$ cat src/rtl/lcd_pkg.sv
// Shared definitions for the HD44780 writer: the FSM state encoding, the
// HD44780 command bytes and the default timing values (50 MHz clock).
package lcd_pkg;

    localparam int unsigned CNT_W    = 20;
    localparam int unsigned ROM_LAST = 5;

    typedef enum logic [2:0] {
        PWR_WAIT,
        INIT_ISSUE,
        IDLE,
        SETUP,
        EN_HIGH,
        HOLD,
        EXEC_WAIT
    } lcd_state_t;

    localparam logic [7:0] CMD_CLEAR      = 8'h01;
    localparam logic [7:0] CMD_HOME       = 8'h02;
    localparam logic [7:0] CMD_ENTRY_MODE = 8'h06;
    localparam logic [7:0] CMD_DISPLAY_ON = 8'h0C;
    localparam logic [7:0] CMD_FUNC_SET   = 8'h38;
    localparam logic [7:0] CMD_DDRAM_L1   = 8'h80;
    localparam logic [7:0] CMD_DDRAM_L2   = 8'hC0;

    localparam int unsigned DEF_T_PWR       = 750000;
    localparam int unsigned DEF_T_SU        = 2;
    localparam int unsigned DEF_T_EN        = 24;
    localparam int unsigned DEF_T_HOLD      = 2;
    localparam int unsigned DEF_T_EXEC      = 2000;
    localparam int unsigned DEF_T_EXEC_LONG = 82000;
    localparam int unsigned DEF_T_INIT1     = 205000;
    localparam int unsigned DEF_T_INIT2     = 5000;

endpackage

$ cat src/rtl/lcd_delay_timer.sv
// Loadable down-counter shared by every timed state of the writer.
// Loading N makes done rise N clocks later; N of 0 or 1 gives one clock.
// Ports: clk, load (restart with load_val), load_val, done (count reached 0).
module lcd_delay_timer
    import lcd_pkg::*;
(
    input  logic             clk,
    input  logic             load,
    input  logic [CNT_W-1:0] load_val,
    output logic             done
);

    logic [CNT_W-1:0] cnt;
    logic [CNT_W-1:0] cnt_next;

    // Next count: load N-1 so the owning state lasts exactly N clocks.
    always_comb begin
        cnt_next = cnt;
        if (load) begin
            cnt_next = (load_val == '0) ? '0 : load_val - CNT_W'(1);
        end else if (cnt != '0) begin
            cnt_next = cnt - CNT_W'(1);
        end
    end

    // Owner holds load during its reset, so no separate reset is needed here.
    always_ff @(posedge clk) begin
        cnt  <= cnt_next;
        done <= (cnt_next == '0);
    end

endmodule

$ cat src/rtl/lcd_hd44780_writer.sv
// HD44780 8-bit write-only controller: runs the power-on init sequence,
// then accepts command/data bytes from a valid/ready client and strobes
// them onto the panel bus with setup, enable-width, hold and execution waits.
// Ports: CLOCK_50, RESET (sync, active high); client wr_valid/wr_is_data/
// wr_byte/wr_ready; init_done; panel LCD_ON, LCD_EN, LCD_RS, LCD_RW, LCD_DATA.
module lcd_hd44780_writer
    import lcd_pkg::*;
#(
    parameter int unsigned T_PWR       = DEF_T_PWR,
    parameter int unsigned T_SU        = DEF_T_SU,
    parameter int unsigned T_EN        = DEF_T_EN,
    parameter int unsigned T_HOLD      = DEF_T_HOLD,
    parameter int unsigned T_EXEC      = DEF_T_EXEC,
    parameter int unsigned T_EXEC_LONG = DEF_T_EXEC_LONG,
    parameter int unsigned T_INIT1     = DEF_T_INIT1,
    parameter int unsigned T_INIT2     = DEF_T_INIT2
) (
    input  logic       CLOCK_50,
    input  logic       RESET,
    input  logic       wr_valid,
    input  logic       wr_is_data,
    input  logic [7:0] wr_byte,
    output logic       wr_ready,
    output logic       init_done,
    output logic       LCD_ON,
    output logic       LCD_EN,
    output logic       LCD_RS,
    output logic       LCD_RW,
    output logic [7:0] LCD_DATA
);

    lcd_state_t       state;
    lcd_state_t       state_next;
    logic [2:0]       rom_idx;
    logic             tmr_load;
    logic [CNT_W-1:0] tmr_val;
    logic             tmr_done;
    logic [7:0]       rom_byte_c;
    logic [CNT_W-1:0] exec_len_c;

    lcd_delay_timer u_timer (
        .clk      (CLOCK_50),
        .load     (tmr_load),
        .load_val (tmr_val),
        .done     (tmr_done)
    );

    // Power-on init ROM.
    always_comb begin
        rom_byte_c = CMD_ENTRY_MODE;
        case (rom_idx)
            3'd0, 3'd1, 3'd2: rom_byte_c = CMD_FUNC_SET;
            3'd3:             rom_byte_c = CMD_DISPLAY_ON;
            3'd4:             rom_byte_c = CMD_CLEAR;
            default:          rom_byte_c = CMD_ENTRY_MODE;
        endcase
    end

    // Execution wait for the byte currently on the bus (bus holds the captured byte).
    always_comb begin
        if (!init_done && rom_idx == 3'd0) begin
            exec_len_c = CNT_W'(T_INIT1);
        end else if (!init_done && rom_idx == 3'd1) begin
            exec_len_c = CNT_W'(T_INIT2);
        end else if (!LCD_RS && (LCD_DATA == CMD_CLEAR || LCD_DATA == CMD_HOME)) begin
            exec_len_c = CNT_W'(T_EXEC_LONG);
        end else begin
            exec_len_c = CNT_W'(T_EXEC);
        end
    end

    // State register.
    always_ff @(posedge CLOCK_50) begin
        if (RESET) begin
            state <= PWR_WAIT;
        end else begin
            state <= state_next;
        end
    end

    // Next state and timer load; every timed state loads the timer on entry.
    always_comb begin
        state_next = state;
        tmr_load   = 1'b0;
        tmr_val    = '0;
        case (state)
            PWR_WAIT: begin
                if (tmr_done) begin
                    state_next = INIT_ISSUE;
                end
            end
            INIT_ISSUE: begin
                state_next = SETUP;
                tmr_load   = 1'b1;
                tmr_val    = CNT_W'(T_SU);
            end
            IDLE: begin
                if (wr_valid) begin
                    state_next = SETUP;
                    tmr_load   = 1'b1;
                    tmr_val    = CNT_W'(T_SU);
                end
            end
            SETUP: begin
                if (tmr_done) begin
                    state_next = EN_HIGH;
                    tmr_load   = 1'b1;
                    tmr_val    = CNT_W'(T_EN);
                end
            end
            EN_HIGH: begin
                if (tmr_done) begin
                    state_next = HOLD;
                    tmr_load   = 1'b1;
                    tmr_val    = CNT_W'(T_HOLD);
                end
            end
            HOLD: begin
                if (tmr_done) begin
                    state_next = EXEC_WAIT;
                    tmr_load   = 1'b1;
                    tmr_val    = exec_len_c;
                end
            end
            EXEC_WAIT: begin
                if (tmr_done) begin
                    if (init_done || rom_idx == 3'(ROM_LAST)) begin
                        state_next = IDLE;
                    end else begin
                        state_next = INIT_ISSUE;
                    end
                end
            end
            default: begin
                state_next = PWR_WAIT;
            end
        endcase
        if (RESET) begin
            tmr_load = 1'b1;
            tmr_val  = CNT_W'(T_PWR);
        end
    end

    // Registered outputs. wr_ready follows the next state so it is high exactly
    // while the FSM sits in IDLE; EN follows the current state, giving the
    // extra clock of RS/DATA setup before the rising edge.
    always_ff @(posedge CLOCK_50) begin
        if (RESET) begin
            rom_idx   <= 3'd0;
            init_done <= 1'b0;
            wr_ready  <= 1'b0;
            LCD_ON    <= 1'b1;
            LCD_EN    <= 1'b0;
            LCD_RS    <= 1'b0;
            LCD_RW    <= 1'b0;
            LCD_DATA  <= 8'h00;
        end else begin
            LCD_ON   <= 1'b1;
            LCD_RW   <= 1'b0;
            wr_ready <= (state_next == IDLE);
            LCD_EN   <= (state == EN_HIGH);
            // Bus doubles as the capture register; it only changes when a new byte starts.
            if (state == INIT_ISSUE) begin
                LCD_RS   <= 1'b0;
                LCD_DATA <= rom_byte_c;
            end else if (state == IDLE && wr_valid) begin
                LCD_RS   <= wr_is_data;
                LCD_DATA <= wr_byte;
            end
            if (state == EXEC_WAIT && tmr_done && !init_done) begin
                if (rom_idx == 3'(ROM_LAST)) begin
                    init_done <= 1'b1;
                end else begin
                    rom_idx <= rom_idx + 3'd1;
                end
            end
        end
    end

endmodule

$ cat config.mk
export PLATFORM = sky130hd
export DESIGN_NAME = lcd_hd44780_writer
export DESIGN_NICKNAME = d
export VERILOG_FILES = /design/src/rtl/lcd_pkg.sv /design/src/rtl/lcd_delay_timer.sv /design/src/rtl/lcd_hd44780_writer.sv
export SDC_FILE = /design/constraint.sdc
export NUM_CORES = 1
export LEC_CHECK = 0
export ABC_AREA = 1
export BUFFER_PORTS_ARGS = -buffer_cell sky130_fd_sc_hd__clkbuf_2
export CAP_MARGIN = 15
export CORE_MARGIN = 2
export CORE_UTILIZATION = 53
export CTS_CLUSTER_SIZE = 10
export DETAILED_ROUTE_END_ITERATION = 10
export PLACE_DENSITY = 0.82
export SLEW_MARGIN = 20
export SYNTH_ARGS = -nofsm -noshare
export SYNTH_HDL_FRONTEND = slang
export SYNTH_SLANG_ARGS = --single-unit
$ cat constraint.sdc
create_clock -name CLOCK_50 -period 2.1 [get_ports CLOCK_50]
set_input_delay 0.21 -clock CLOCK_50 [delete_from_list [all_inputs] [get_ports CLOCK_50]]
set_output_delay 0.21 -clock CLOCK_50 [all_outputs]
set_load 0.005 [all_outputs]
==> out/results.tsv <==
stage	metric	value	unit
run_status	status	finished with violations	
run_status	failing checks	setup timing	
clocking	CTS tree	yes	
setup_path	register-to-register setup slack	-0.16	ns
power	power per cell area	552.6	nW/um^2
floorplan	die height	73.48	microns
clocking	Clock transition at path regs	0.08	ns
setup_path	RR Startpoint	rom_idx[0]$_SDFFE_PP0P_	
logic_synthesis	Syn Nets	404	
logic_synthesis	post-synthesis sequential area ratio	30.51	%
setup_path	CP required	2.34	ns
timing	# setup viols final	2	
timing	RSZ-0062 raised after global routing	true	
floorplan	die extent in x	73.48	microns
run	Max-cap violations	0	
grt	number of global-route vias before repair	2478	
drt	DRC	0	
clocking	CTS H-tree lvls	2	
logic_synthesis	FFs w/ async S/R, synth	0	%
clocking	Inserted Clock Buffers	5	
timing	setup ws final	-0.1571	ns
drt	routed via count divided by cell count	5.697	
logic_synthesis	top cell type by total area after synthesis	dfxtp_1	
logic_synthesis	Top FF cell, synth	dfxtp_1	
logic_synthesis	post-synth top area share	30.51	%
clocking	Clock Sink Count	39	
logic_synthesis	Yosys warning count	0	
setup_path	Worst Setup End Kind	flop	
clocking	Skew-Pair Late Insertion Delay	0.30	ns
timing	Layout Skew	0.005716	ns
grt	antenna violations before repair	0	
timing	Fmax	0.4430	GHz
setup_path	CP Class	flop to flop	
setup_path	crit path launch type	flop	
power	Leak	1.609	nW
floorplan	Initial Utilization	54.53	%
logic_synthesis	cells after synthesis	382	
placement	dpl hpwl	5131	microns
placement	port bufs	23	
placement	GPL Wtd Cong	1.003	
logic_synthesis	synth top area cells	dfxtp_1, nand2_1, nor2_1, nand3_1, inv_1	
floorplan	Die ar.	5399	sq um
logic_synthesis	number of synthesized flops with an enable pin	0	
logic_synthesis	synthesized area per cell	6.698	sq um
drt	WL/cell	14.71	microns
logic_synthesis	Netlist Area Pre-Place	2559	sq um
floorplan	# IOs	26	
grt	GRT overflow	0	
placement	Setup WS pre-CTS	-0.2242	ns
grt	first-pass GRT wire length	11170	microns
layout	fin cells	499	
setup_path	start point of the critical path	rom_idx[0]$_SDFFE_PP0P_	
drt	Routed WL	7339	microns
timing	final slew viol count	0	
layout	Util after Layout	69.49	%
clocking	Root Driver	clkbuf_8	
layout	layout cells sized above 1	30.34	%
layout	fin nets	466	
logic_synthesis	post-synthesis register bit count	39	
floorplan	row cnt	25	
layout	number of fill cells	342	
drt	Detail Route Antenna Nets	0	
drt	Vias	2843	
timing	Tmin final	2.257	ns
timing	Tcrit/Tclk final	107.5	%
min_path	Min-Delay Path Class	primary input to flop	
placement	placed cell count	482	
timing	final hold vios	0	
clocking	Post-CTS Hold Buffers	0	
power	VDD IR max	436.3	uV
setup_path	Worst Path Arrival	2.49	ns
setup_path	CP max FO	4	
clocking	Clock Tree Buf Depth	2	
logic_synthesis	unique cell type count in the Yosys netlist	38	
drt	Iteration-0 DRC Markers	351	
grt	largest net degree at the start of global routing	18	
drt	Initial DRT Pass Iterations	5	
layout	layout overhead on the synthesized area	27.43	%
min_path	hold_sp	wr_byte[6]	
floorplan	core area	4692	sq um
layout	ant diodes	0	
grt	GRT Total Usage	26.54	%
[logic make-up (layout without fill, tap and decap cells)]
logic type	count (synthesis)	count (layout)	synth area share, %
flops	39	39	30.51
fa+ha+maj	10	10	4.890
buf+inv	55	118	9.046
other cells	2	2	0.2935
simple gates	214	214	39.76
compound gates	43	43	8.998
xor+xnor	19	19	6.504
[critical path, cell delays in order, from the launching register on]
cell and delay [ns]:
dfxtp_4 0.38, inv_4 0.04, ha_4 0.15, or2_4 0.24, nand2_4 0.07, o21ai_2 0.05
nand2_2 0.10, ha_4 0.15, nand4_4 0.12, nand2_4 0.16, inv_4 0.05, nand2_1 0.05
nand2_1 0.08, nor2_1 0.15, nand2_1 0.07, nor2_1 0.12, nand2_1 0.08, nor2_1 0.13
[cell usage in the layout (no fill, tap or decap), types with 2 or more instances in the layout]
cell type    n
nand4_4      2
nand3_2      5
nand2_1     69
inv_1       34
a21oi_1     13
nor2_2       7
o21ai_2      3
nand4_1      7
nor3_1      12
dfxtp_1     35
xnor2_1      4
clkbuf_8     5
o21ai_0     16
o21ai_1      3
nand2_2     14
ha_4         3
nand3b_1     2
a31oi_1      4
ha_1         6
clkinvlp_4   2
inv_4        4
nor2_1      49
inv_2        8
buf_4       34
conb_1       2
nand2_4      5
clkbuf_2    23
nor2_4       2
dfxtp_2      3
buf_6        5
nand4_2      2
nand3_1     32
xor2_1      15
[state kept, by name, summed over array words and instances (netlist names)]
| name | flops |
|---|---|
| u_timer.cnt | 20 |
| LCD_DATA | 8 |
| rom_idx | 3 |
| state | 3 |
| LCD_EN | 1 |
| LCD_RS | 1 |
| init_done | 1 |
| u_timer.done | 1 |
| wr_ready | 1 |
[metal layers]
metal	routed length, microns	track usage [%]
met1	2967	34.43
met2	3404	44.44
met3	676	6.036
met4	290	6.667
met5	0	0
[cell usage after synthesis, types with 6 or more instances]
cell      n
a21oi_1  13
dfxtp_1  39
ha_1     10
inv_1    38
inv_2     6
nand2_1  82
nand3_1  35
nand4_1   7
nor2_1   55
nor3_1   13
o21ai_0  19
xor2_1   15
[power breakdown]
| group | internal, mW | switching (mW) |
|---|---|---|
| Combinational | 0.171 | 0.266 |
| Sequential | 0.795 | 0.0493 |
| Clock | 0.231 | 0.290 |
[path summary, 6_finish.rpt]
| kind | to | cells after the start |
|---|---|---|
| max | u_timer.done$_DFF_P_ | 17 |
| min | LCD_DATA[6]$_SDFFE_PP0P_ | 3 |
| max reg2reg | u_timer.done$_DFF_P_ | 17 |
| min reg2reg | LCD_DATA[6]$_SDFFE_PP0P_ | 2 |
[per-stage QoR]
| step | total power [mW] | area (sq um) | setup TNS, ns | hold slack, ns |
|---|---|---|---|---|
| finish | 1.802 | 3261 | -0.2031 | 0.1223 |
| global route | 1.879 | 3261 | -0.4056 | 0.1247 |
| CTS | 1.759 | 3099 | -0.04075 | 0.1225 |
| detailed placement | 1.224 | 2929 | -0.2585 | 0.4442 |
| global placement | 1.215 | 2929 | -0.1416 | 0.4426 |
| floorplan | 1.126 | 2564 | 0 | 0.3511 |
[what timing repair did]
action	CTS	global route
setup buffers	4	4
gates resized for setup	20	35
pin swaps	14	22
gates cloned	0	1
endpoints found under the setup margin	2	3
[layout make-up]
| cell class | count | area [sq um] | area share [%] |
|---|---|---|---|
| Clock buffer | 5 | 68.82 | 2.111 |
| Clock inverter | 3 | 20.02 | 0.6140 |
| Inverter | 47 | 191.4 | 5.871 |
| Multi-Input combinational cell | 288 | 1692 | 51.88 |
| Sequential cell | 39 | 788.3 | 24.17 |
| Tap cell | 54 | 67.56 | 2.072 |
| Timing Repair Buffer | 62 | 426.7 | 13.09 |
| Timing Repair inverter | 1 | 6.256 | 0.1919 |
No activity file was read; power rests on OpenSTA's default activity.
